==> src/rtl/overlay_pkg.sv <==
// overlay_pkg: shared types and constants for the overlay write scheduler.
// Holds the scheduler FSM encoding, slot index width, grantee ids and the
// cursor blink counter width.
package overlay_pkg;
  localparam int SLOT_W = 3;
  localparam int BLINK_W = 8;
  localparam logic GNT_RTC = 1'b0;
  localparam logic GNT_USR = 1'b1;
  typedef enum logic [1:0] {IDLE, WAIT_VB, ACK} state_t;
endpackage

==> src/rtl/overlay_slot_ram.sv <==
// overlay_slot_ram: resettable slot register file, one write port, one registered read port.
// Ports: clk, rst_n (async active-low); we/wr_slot/wr_code write port;
// rd_slot in, rd_code/rd_oor out one cycle later. Out-of-range slots are
// never written and read back as code 0 with rd_oor high.
module overlay_slot_ram
  import overlay_pkg::*;
#(
  parameter int SLOTS  = 8,
  parameter int CODE_W = 4
) (
  input  logic              clk,
  input  logic              rst_n,
  input  logic              we,
  input  logic [SLOT_W-1:0] wr_slot,
  input  logic [CODE_W-1:0] wr_code,
  input  logic [SLOT_W-1:0] rd_slot,
  output logic [CODE_W-1:0] rd_code,
  output logic              rd_oor
);
  logic [CODE_W-1:0] r_mem [SLOTS];
  logic [CODE_W-1:0] r_rd_code;
  logic              r_rd_oor;
  logic              w_wr_ok;
  logic              w_rd_ok;
  assign w_wr_ok = 32'(wr_slot) < SLOTS;
  assign w_rd_ok = 32'(rd_slot) < SLOTS;
  always_ff @(posedge clk or negedge rst_n) begin
    if (!rst_n) begin
      for (int i = 0; i < SLOTS; i++) r_mem[i] <= '0;
      r_rd_code <= '0;
      r_rd_oor  <= 1'b0;
    end else begin
      if (we && w_wr_ok) r_mem[wr_slot] <= wr_code;
      r_rd_code <= w_rd_ok ? r_mem[rd_slot] : '0;
      r_rd_oor  <= !w_rd_ok;
    end
  end
  assign rd_code = r_rd_code;
  assign rd_oor  = r_rd_oor;
endmodule

==> src/rtl/overlay_write_sched.sv <==
// overlay_write_sched: arbitrates RTC/user character writes, commits them in vblank, serves slot codes.
// Ports: clk, rst_n (async active-low); vblank; rtc_req/slot/code -> rtc_ack;
// usr_req/slot/code -> usr_ack; cursor_en/cursor_slot; rd_slot -> rd_code,
// rd_blank (1-cycle latency); frame_tick pulses on each vblank rising edge.
// Optional OVERLAY_CURSOR_BLINK_EN: blanks the cursor slot every other
// BLINK_FRAMES frames while cursor_en is high.
module overlay_write_sched
  import overlay_pkg::*;
#(
  parameter int SLOTS        = 8,
  parameter int CODE_W       = 4,
  parameter int BLINK_FRAMES = 30
) (
  input  logic              clk,
  input  logic              rst_n,
  input  logic              vblank,
  input  logic              rtc_req,
  input  logic [SLOT_W-1:0] rtc_slot,
  input  logic [CODE_W-1:0] rtc_code,
  output logic              rtc_ack,
  input  logic              usr_req,
  input  logic [SLOT_W-1:0] usr_slot,
  input  logic [CODE_W-1:0] usr_code,
  output logic              usr_ack,
  input  logic              cursor_en,
  input  logic [SLOT_W-1:0] cursor_slot,
  input  logic [SLOT_W-1:0] rd_slot,
  output logic [CODE_W-1:0] rd_code,
  output logic              rd_blank,
  output logic              frame_tick
);
  state_t            r_state;
  logic              r_gnt;
  logic [SLOT_W-1:0] r_slot;
  logic [CODE_W-1:0] r_code;
  logic              r_rtc_ack;
  logic              r_usr_ack;
  logic              r_vb;
  logic              r_tick;
  logic              w_pick;
  logic              w_we;
  logic              w_oor;
  // r_gnt doubles as last_grant: on a tie the side not served last wins
  assign w_pick = (rtc_req && usr_req) ? !r_gnt : (usr_req ? GNT_USR : GNT_RTC);
  assign w_we   = (r_state == WAIT_VB) && vblank;
  always_ff @(posedge clk or negedge rst_n) begin
    if (!rst_n) begin
      r_state   <= IDLE;
      r_gnt     <= GNT_RTC;
      r_slot    <= '0;
      r_code    <= '0;
      r_rtc_ack <= 1'b0;
      r_usr_ack <= 1'b0;
    end else begin
      case (r_state)
        IDLE: if (rtc_req || usr_req) begin
          r_gnt   <= w_pick;
          r_slot  <= (w_pick == GNT_USR) ? usr_slot : rtc_slot;
          r_code  <= (w_pick == GNT_USR) ? usr_code : rtc_code;
          r_state <= WAIT_VB;
        end
        WAIT_VB: if (vblank) begin
          r_rtc_ack <= r_gnt == GNT_RTC;
          r_usr_ack <= r_gnt == GNT_USR;
          r_state   <= ACK;
        end
        default: begin
          r_rtc_ack <= 1'b0;
          r_usr_ack <= 1'b0;
          r_state   <= IDLE;
        end
      endcase
    end
  end
  always_ff @(posedge clk or negedge rst_n) begin
    if (!rst_n) begin
      r_vb   <= 1'b0;
      r_tick <= 1'b0;
    end else begin
      r_vb   <= vblank;
      r_tick <= vblank && !r_vb;
    end
  end
  overlay_slot_ram #(.SLOTS(SLOTS), .CODE_W(CODE_W)) u_ram (
    .clk    (clk),
    .rst_n  (rst_n),
    .we     (w_we),
    .wr_slot(r_slot),
    .wr_code(r_code),
    .rd_slot(rd_slot),
    .rd_code(rd_code),
    .rd_oor (w_oor)
  );
`ifdef OVERLAY_CURSOR_BLINK_EN
  logic [BLINK_W-1:0] r_cnt;
  logic               r_blink_off;
  logic [SLOT_W-1:0]  r_rd_slot;
  logic               w_wrap;
  assign w_wrap = r_cnt == BLINK_W'(BLINK_FRAMES - 1);
  always_ff @(posedge clk or negedge rst_n) begin
    if (!rst_n) begin
      r_cnt       <= '0;
      r_blink_off <= 1'b0;
      r_rd_slot   <= '0;
    end else begin
      r_rd_slot <= rd_slot;
      if (!cursor_en) begin
        r_cnt       <= '0;
        r_blink_off <= 1'b0;
      end else if (r_tick) begin
        r_cnt       <= w_wrap ? '0 : r_cnt + 1'b1;
        r_blink_off <= r_blink_off ^ w_wrap;
      end
    end
  end
  // r_rd_slot keeps the cursor compare aligned with the registered read data
  assign rd_blank = w_oor || (cursor_en && r_blink_off && r_rd_slot == cursor_slot);
`else
  logic w_unused;
  assign w_unused = &{1'b0, cursor_en, cursor_slot};
  assign rd_blank = w_oor;
`endif
  assign rtc_ack    = r_rtc_ack;
  assign usr_ack    = r_usr_ack;
  assign frame_tick = r_tick;
endmodule

==> config.mk <==
export PLATFORM = sky130hd
export DESIGN_NAME = overlay_write_sched
export DESIGN_NICKNAME = d
export VERILOG_FILES = /design/src/rtl/overlay_pkg.sv /design/src/rtl/overlay_slot_ram.sv /design/src/rtl/overlay_write_sched.sv
export SDC_FILE = /design/constraint.sdc
export NUM_CORES = 1
export LEC_CHECK = 0
export BUFFER_PORTS_ARGS = -buffer_cell sky130_fd_sc_hd__buf_2
export CORE_MARGIN = 3
export CORE_UTILIZATION = 50
export DETAILED_ROUTE_END_ITERATION = 8
export PLACE_DENSITY = 0.71
export SYNTH_ARGS = -nofsm -noshare
export SYNTH_HDL_FRONTEND = slang
export SYNTH_SLANG_ARGS = --single-unit
==> constraint.sdc <==
create_clock -name clk -period 1.7 [get_ports clk]
set_clock_uncertainty 0.15 [all_clocks]
set_input_delay 0.17 -clock clk [delete_from_list [all_inputs] [get_ports clk]]
set_output_delay 0.17 -clock clk [all_outputs]
set_load 0.03 [all_outputs]
==> metrics.txt, run 1 <==
outcome=complete, no violations; initial core utilization=0.540; kind of critical path=reg2reg; synth top area cells=dfrtp_1, mux2_2, mux4_2, mux2_4, nor3b_2; post-synthesis cell area=about 2200 um2; routed wl met3=159 um; CP Max Fanout=4; CP Data Required Time=1.74 ns; Iter 0 DRT Violations=72; antenna fix cells=0; area share of the largest cell type after synthesis=0.559; Syn Nets=167; sequential area share after synthesis=0.559; Worst Hold Class=in2reg; CP arrival=1.68 ns; clock slew at reported path FFs=0.09 ns; period utilization=0.968; overall power=4.51 mW; Final Hold Viols=0; via/cell ratio=5.53; Leak Pwr=1.23 nW; Post-DRT Antenna Nets=0; CTS root buf=clkbuf_8; TritonRoute pass-1 iters=4; Mapped Avg Cell Area=~16 um2; chip width=72.9 um; total track usage=0.173; HPWL after detailed placement=2.91 mm; fmax=0.608 GHz; largest area contributor in the netlist=dfrtp_1; startpoint types=flop; pre-CTS setup slack=about 0.026 ns; Die Height=between 70 and 80 um; IO buf count=28; Total Routed Length=3.84 mm; met1 wire length=about 1.7 mm; max-cap viol count=0; first-pass GRT wire length=6.89 mm; Yosys warning count=0; metal2 WL=1.93 mm; drt wl/cell=16.6 um; Rows=23; NumNets Final=207; CP Capture Type=flop; layout cells sized above 1=0.582; Layout area overhead=18.3%; RD Place Congestion=0.757; Clock Latency Late Sink=0.30 ns; RSZ-0062 raised after global routing=true; post-synthesis cell type count=25; CTS Buf Count=5; setup bufs post-CTS=0; flops & latches, synth=50; CTS Buffer Depth=2; clock period minus final worst setup slack=~1.6 ns; worst setup margin=0.0545 ns; GRT overflow=0; max-slew violations=0; initial antenna violation count=0; TritonCTS clock tree=yes; Final setup viols=0; final core utilization=0.639; vias in the first global route=1,416; DRC errors left=0; Die Area=5310 um2; power density over the cells=roughly 1700 nW/um2; Synth Instances=141; CTS H-tree lvls=2; hold slack=approximately 0.016 ns; largest net degree at the start of global routing=23; DR top layer=met4; core area=4140 um2; I/O pin count=34; maximum vdd drop=0.793 mV; routed vias=1,284; clk sinks=50
[synthesized netlist by cell type]
| cell | instances |
|---|---|
| or2b_1 | 1 |
| mux4_2 | 8 |
| or2_2 | 1 |
| dfrtp_1 | 50 |
| and2b_1 | 1 |
| nand3b_1 | 2 |
| nand3_1 | 2 |
| mux2_2 | 43 |
| a21bo_1 | 1 |
| nor2_1 | 3 |
| nand4b_1 | 1 |
| a21oi_1 | 3 |
| nor3b_2 | 2 |
| mux2_4 | 7 |
| nor2b_1 | 1 |
| a31oi_1 | 1 |
| and3b_1 | 1 |
| clkbuf_1 | 1 |
| o21ai_2 | 1 |
| buf_6 | 1 |
| o21ai_0 | 1 |
| conb_1 | 1 |
| buf_4 | 2 |
| and4bb_2 | 1 |
| nand2_1 | 5 |
[where the power goes]
group | switching (mW) | internal [mW]
clock | 0.384 | 0.627
combinational | 0.537 | 0.822
sequential | 0.406 | 1.73
[registers in the layout, summed over array words and instances (netlist names)]
register / cells
frame_tick: 1
r_code: 4
r_gnt: 1
r_slot: 3
r_state: 2
r_vb: 1
rtc_ack: 1
u_ram.r_mem: 32
u_ram.rd_code: 4
usr_ack: 1
[final timing paths]
path	endpoint	depth (start not counted)	start	slack (ns)
setup / recovery	u_ram.r_mem[11]	3	r_state[1]	0.05
hold / removal	frame_tick	2	vblank	0.02
setup reg to reg	u_ram.r_mem[11]	3	r_state[1]	0.05
hold reg to reg	frame_tick	1	r_vb	0.25
max in group asynchronous	u_ram.rd_code[2]	3	rst_n	0.69
min in group asynchronous	u_ram.r_mem[19]	2	rst_n	0.20
[placed cells by master (no fill, tap or decap), drive strengths merged, types with 2 or more instances in the layout]
cell type,instances
nor2,3
dlygate4sd3,3
mux4,8
dfrtp,50
nand3,2
o21ai,2
buf,34
nand2,5
nor3b,2
bufinv,2
mux2,50
a21oi,3
clkbuf,6
nand3b,2
[worst max-delay path, stage by stage, from the launching register on]
cell and delay (ns):
dfrtp_1 0.39, nand4b_1 0.29, nor3b_4 0.34, mux2_2 0.37
[cell families (layout without fill, tap and decap cells)]
| group | Yosys count | after routing | share of synthesized area |
|---|---|---|---|
| simple gates | 21 | 21 | 0.0615 |
| compound gates | 7 | 7 | 0.0201 |
| flops | 50 | 50 | 0.559 |
| other cells | 1 | 1 | 0.00168 |
| buf+inv | 4 | 45 | 0.0134 |
| mux | 58 | 58 | 0.344 |
[timing repair]
| item | CTS | global route |
|---|---|---|
| endpoints found under the setup margin | 0 | 14 |
| hold buffers | 3 | 0 |
| hold endpoints to repair | 20 | 0 |
| resized for setup | 0 | 2 |
[per-stage QoR]
stage                     std cells  cell area, um2  TNS [ns]
after floorplan                 141            2240         0
after global placement          221            2470         0
after detailed placement        221            2470         0
after CTS                       232            2640         0
after global routing            232            2650   -0.0919
final                           232            2650         0
[area by class of cell]
| class | count | area (um2) |
|---|---|---|
| clock buffer | 6 | 82.6 |
| clock inverter | 2 | 60.1 |
| fill | 325 | 1500 |
| multi-input combinational | 87 | 962 |
| sequential | 50 | 1250 |
| tap | 50 | 62.6 |
| timing repair buffer | 37 | 228 |
[per-layer routing]
metal / track usage / vias to the layer above
li1: - / 595
met1: 0.231 / 654
met2: 0.278 / 27
met3: 0.0344 / 8
met4: 0.0697 / 0
met5: 0 / -
Note: power is estimated with default switching activity, not from simulation.
==> run 2, diff against run 1 <==
--- a/config.mk
+++ b/config.mk
@@ -9,7 +9,8 @@
 export CORE_MARGIN = 3
 export CORE_UTILIZATION = 50
 export DETAILED_ROUTE_END_ITERATION = 8
-export PLACE_DENSITY = 0.71
+export GPL_TIMING_DRIVEN = 0
+export PLACE_DENSITY = 0.75
 export SYNTH_ARGS = -nofsm -noshare
 export SYNTH_HDL_FRONTEND = slang
 export SYNTH_SLANG_ARGS = --single-unit
==> metrics.txt, run 2 (synthesis results as in run 1) <==
DR top layer=met4; CTS H-tree lvls=2; Hold Path Stages=2; most frequent cells in the layout=dfrtp_1, mux2_2, buf_2; max-cap viol count=0; hold slack=0.00965 ns; fill cell count=315; Rows=23; Iter 0 DRT Violations=77; layout cells sized above 1=0.582; power density over the cells=between 1500 and 2000 nW/um2; CP arrival=1.73 ns; vias in the first global route=1,384; via/cell ratio=5.56; CP Max Fanout=4; RD Place Congestion=around 0.72; CP Data Required Time=approximately 1.7 ns; metal2 WL=2.08 mm; worst setup margin=0.00822 ns; IO buf count=26; flop-to-flop setup slack=0.008 ns; clock power share=0.185; Post-DRT Antenna Nets=0; Seq pwr share=0.489; Slowest-stage cell, CP=dfrtp_1; first-pass GRT wire length=6.88 mm; Final Hold Viols=0; Clock Latency Late Sink=0.30 ns; worst-margin pin slew=1.09 ns; RSZ-0062 raised after global routing=true; Net Sw Power=roughly 1.4 mW; outcome=complete, no violations; I/O pin count=34; initial antenna violation count=0; fmax=roughly 0.59 GHz; TritonRoute pass-1 iters=4; GRT overflow=0; routed vias=1,290; TritonCTS clock tree=yes; Die Height=between 70 and 80 um; clock period minus final worst setup slack=roughly 1.7 ns; Final setup viols=0; NumNets Final=around 210; startpoint types=flop; logic gate share of total power=0.325; Leak Pwr=1.24 nW; max reg flops=32; CTS root buf=clkbuf_8; kind of critical path=reg2reg; HPWL after detailed placement=between 2 and 3 mm; Die Area=5310 um2; CP peak stage delay=0.43 ns; chip width=72.9 um; Total Routed Length=4.08 mm; pre-CTS setup slack=-0.110 ns; crit-path cells=nand4b_1, buf_6, nor3b_4, mux2_2; DRC errors left=0; total track usage=0.174; drt wl/cell=17.6 um; routed wl met3=~160 um; core area=4140 um2; min-delay src=vblank; maximum vdd drop=0.802 mV; initial core utilization=0.540; met1 wire length=1.80 mm; antenna fix cells=0; CTS Buf Count=5; hold-critical path endpoint=frame_tick; Sw Ratio=0.311; largest net degree at the start of global routing=51; Placed Cells=217; period utilization=0.995; most common cell after layout, fill and taps aside=dfrtp_1; Post-Route Setup TNS=0 ns; Worst Hold Class=in2reg; Int Power=3.04 mW; FF-to-FF Start=r_state[1]; clock slew at reported path FFs=0.09 ns; max_slew headroom=0.273; Layout Cells excl Fill=232; Reg2Reg Depth=4; clk sinks=50; CTS Buffer Depth=2; final core utilization=0.640; Crit Reg-Reg Endpoint=u_ram.r_mem[17]; max-slew violations=0; Layout area overhead=18.5%; Largest Register=u_ram.r_mem; CP Capture Type=flop
[run 2: area by class of cell]
type                            count  area [um2]  share of cell area
Buffer                              4        30.0              0.0113
Tap cell                           50        62.6              0.0236
Clock buffer                        5        68.8              0.0260
Sequential cell                    50        1250               0.472
Clock inverter                      3        40.0              0.0151
Multi-Input combinational cell     87         996               0.376
Timing Repair Buffer               33         203              0.0765
[run 2: routing by layer]
metal  GRT usage  vias to the layer above
met5           0                        -
met4      0.0471                        0
met3      0.0537                        7
met2       0.294                       24
met1       0.218                      668
li1            -                      591
[run 2: worst max path at each step]
stage	start	to	slack (ns)	depth (start not counted)
floorplan	r_state[1]	u_ram.r_mem[16]	0.11	3
global placement	r_state[1]	u_ram.r_mem[11]	-0.05	3
detailed placement	r_state[1]	u_ram.r_mem[10]	-0.11	3
CTS	r_state[1]	u_ram.r_mem[10]	-0.02	4
global route	r_state[1]	u_ram.r_mem[18]	-0.06	4
finish	r_state[1]	u_ram.r_mem[17]	0.008	4
[run 2: power groups by stage]
stage	Combinational, mW	Sequential (mW)	Clock (mW)
2_1_floorplan	0.947	2.14	0
3_3_place_gp	1.25	2.11	0
3_5_place_dp	1.31	2.17	0
4_1_cts	1.37	2.16	0.829
5_1_grt	1.56	2.24	0.879
6_report	1.44	2.16	0.819
[run 2: worst max-delay path: cells and delay by family (launching register included)]
family	cells	cell delay, ns
buffers and inverters	1	0.16
flip-flops	1	0.43
multiplexers	1	0.37
AND/OR/NAND/NOR	2	0.48
[run 2: per-stage QoR]
stage / total power, mW / instance area [um2]
global route: 4.68 / 2650
detailed placement: 3.49 / 2430
global placement: 3.36 / 2430
finish: 4.42 / 2650
CTS: 4.36 / 2610
floorplan: 3.09 / 2240
[run 2: timing repair]
action                                 4_1_cts  5_1_grt
endpoints found under the hold margin       53        0
setup endpoints to repair                   12       20
resized for setup                            3        9
pin swaps                                    1        2
gates cloned                                 0        0
hold buffers                                 3        0
setup buffers                                3        2
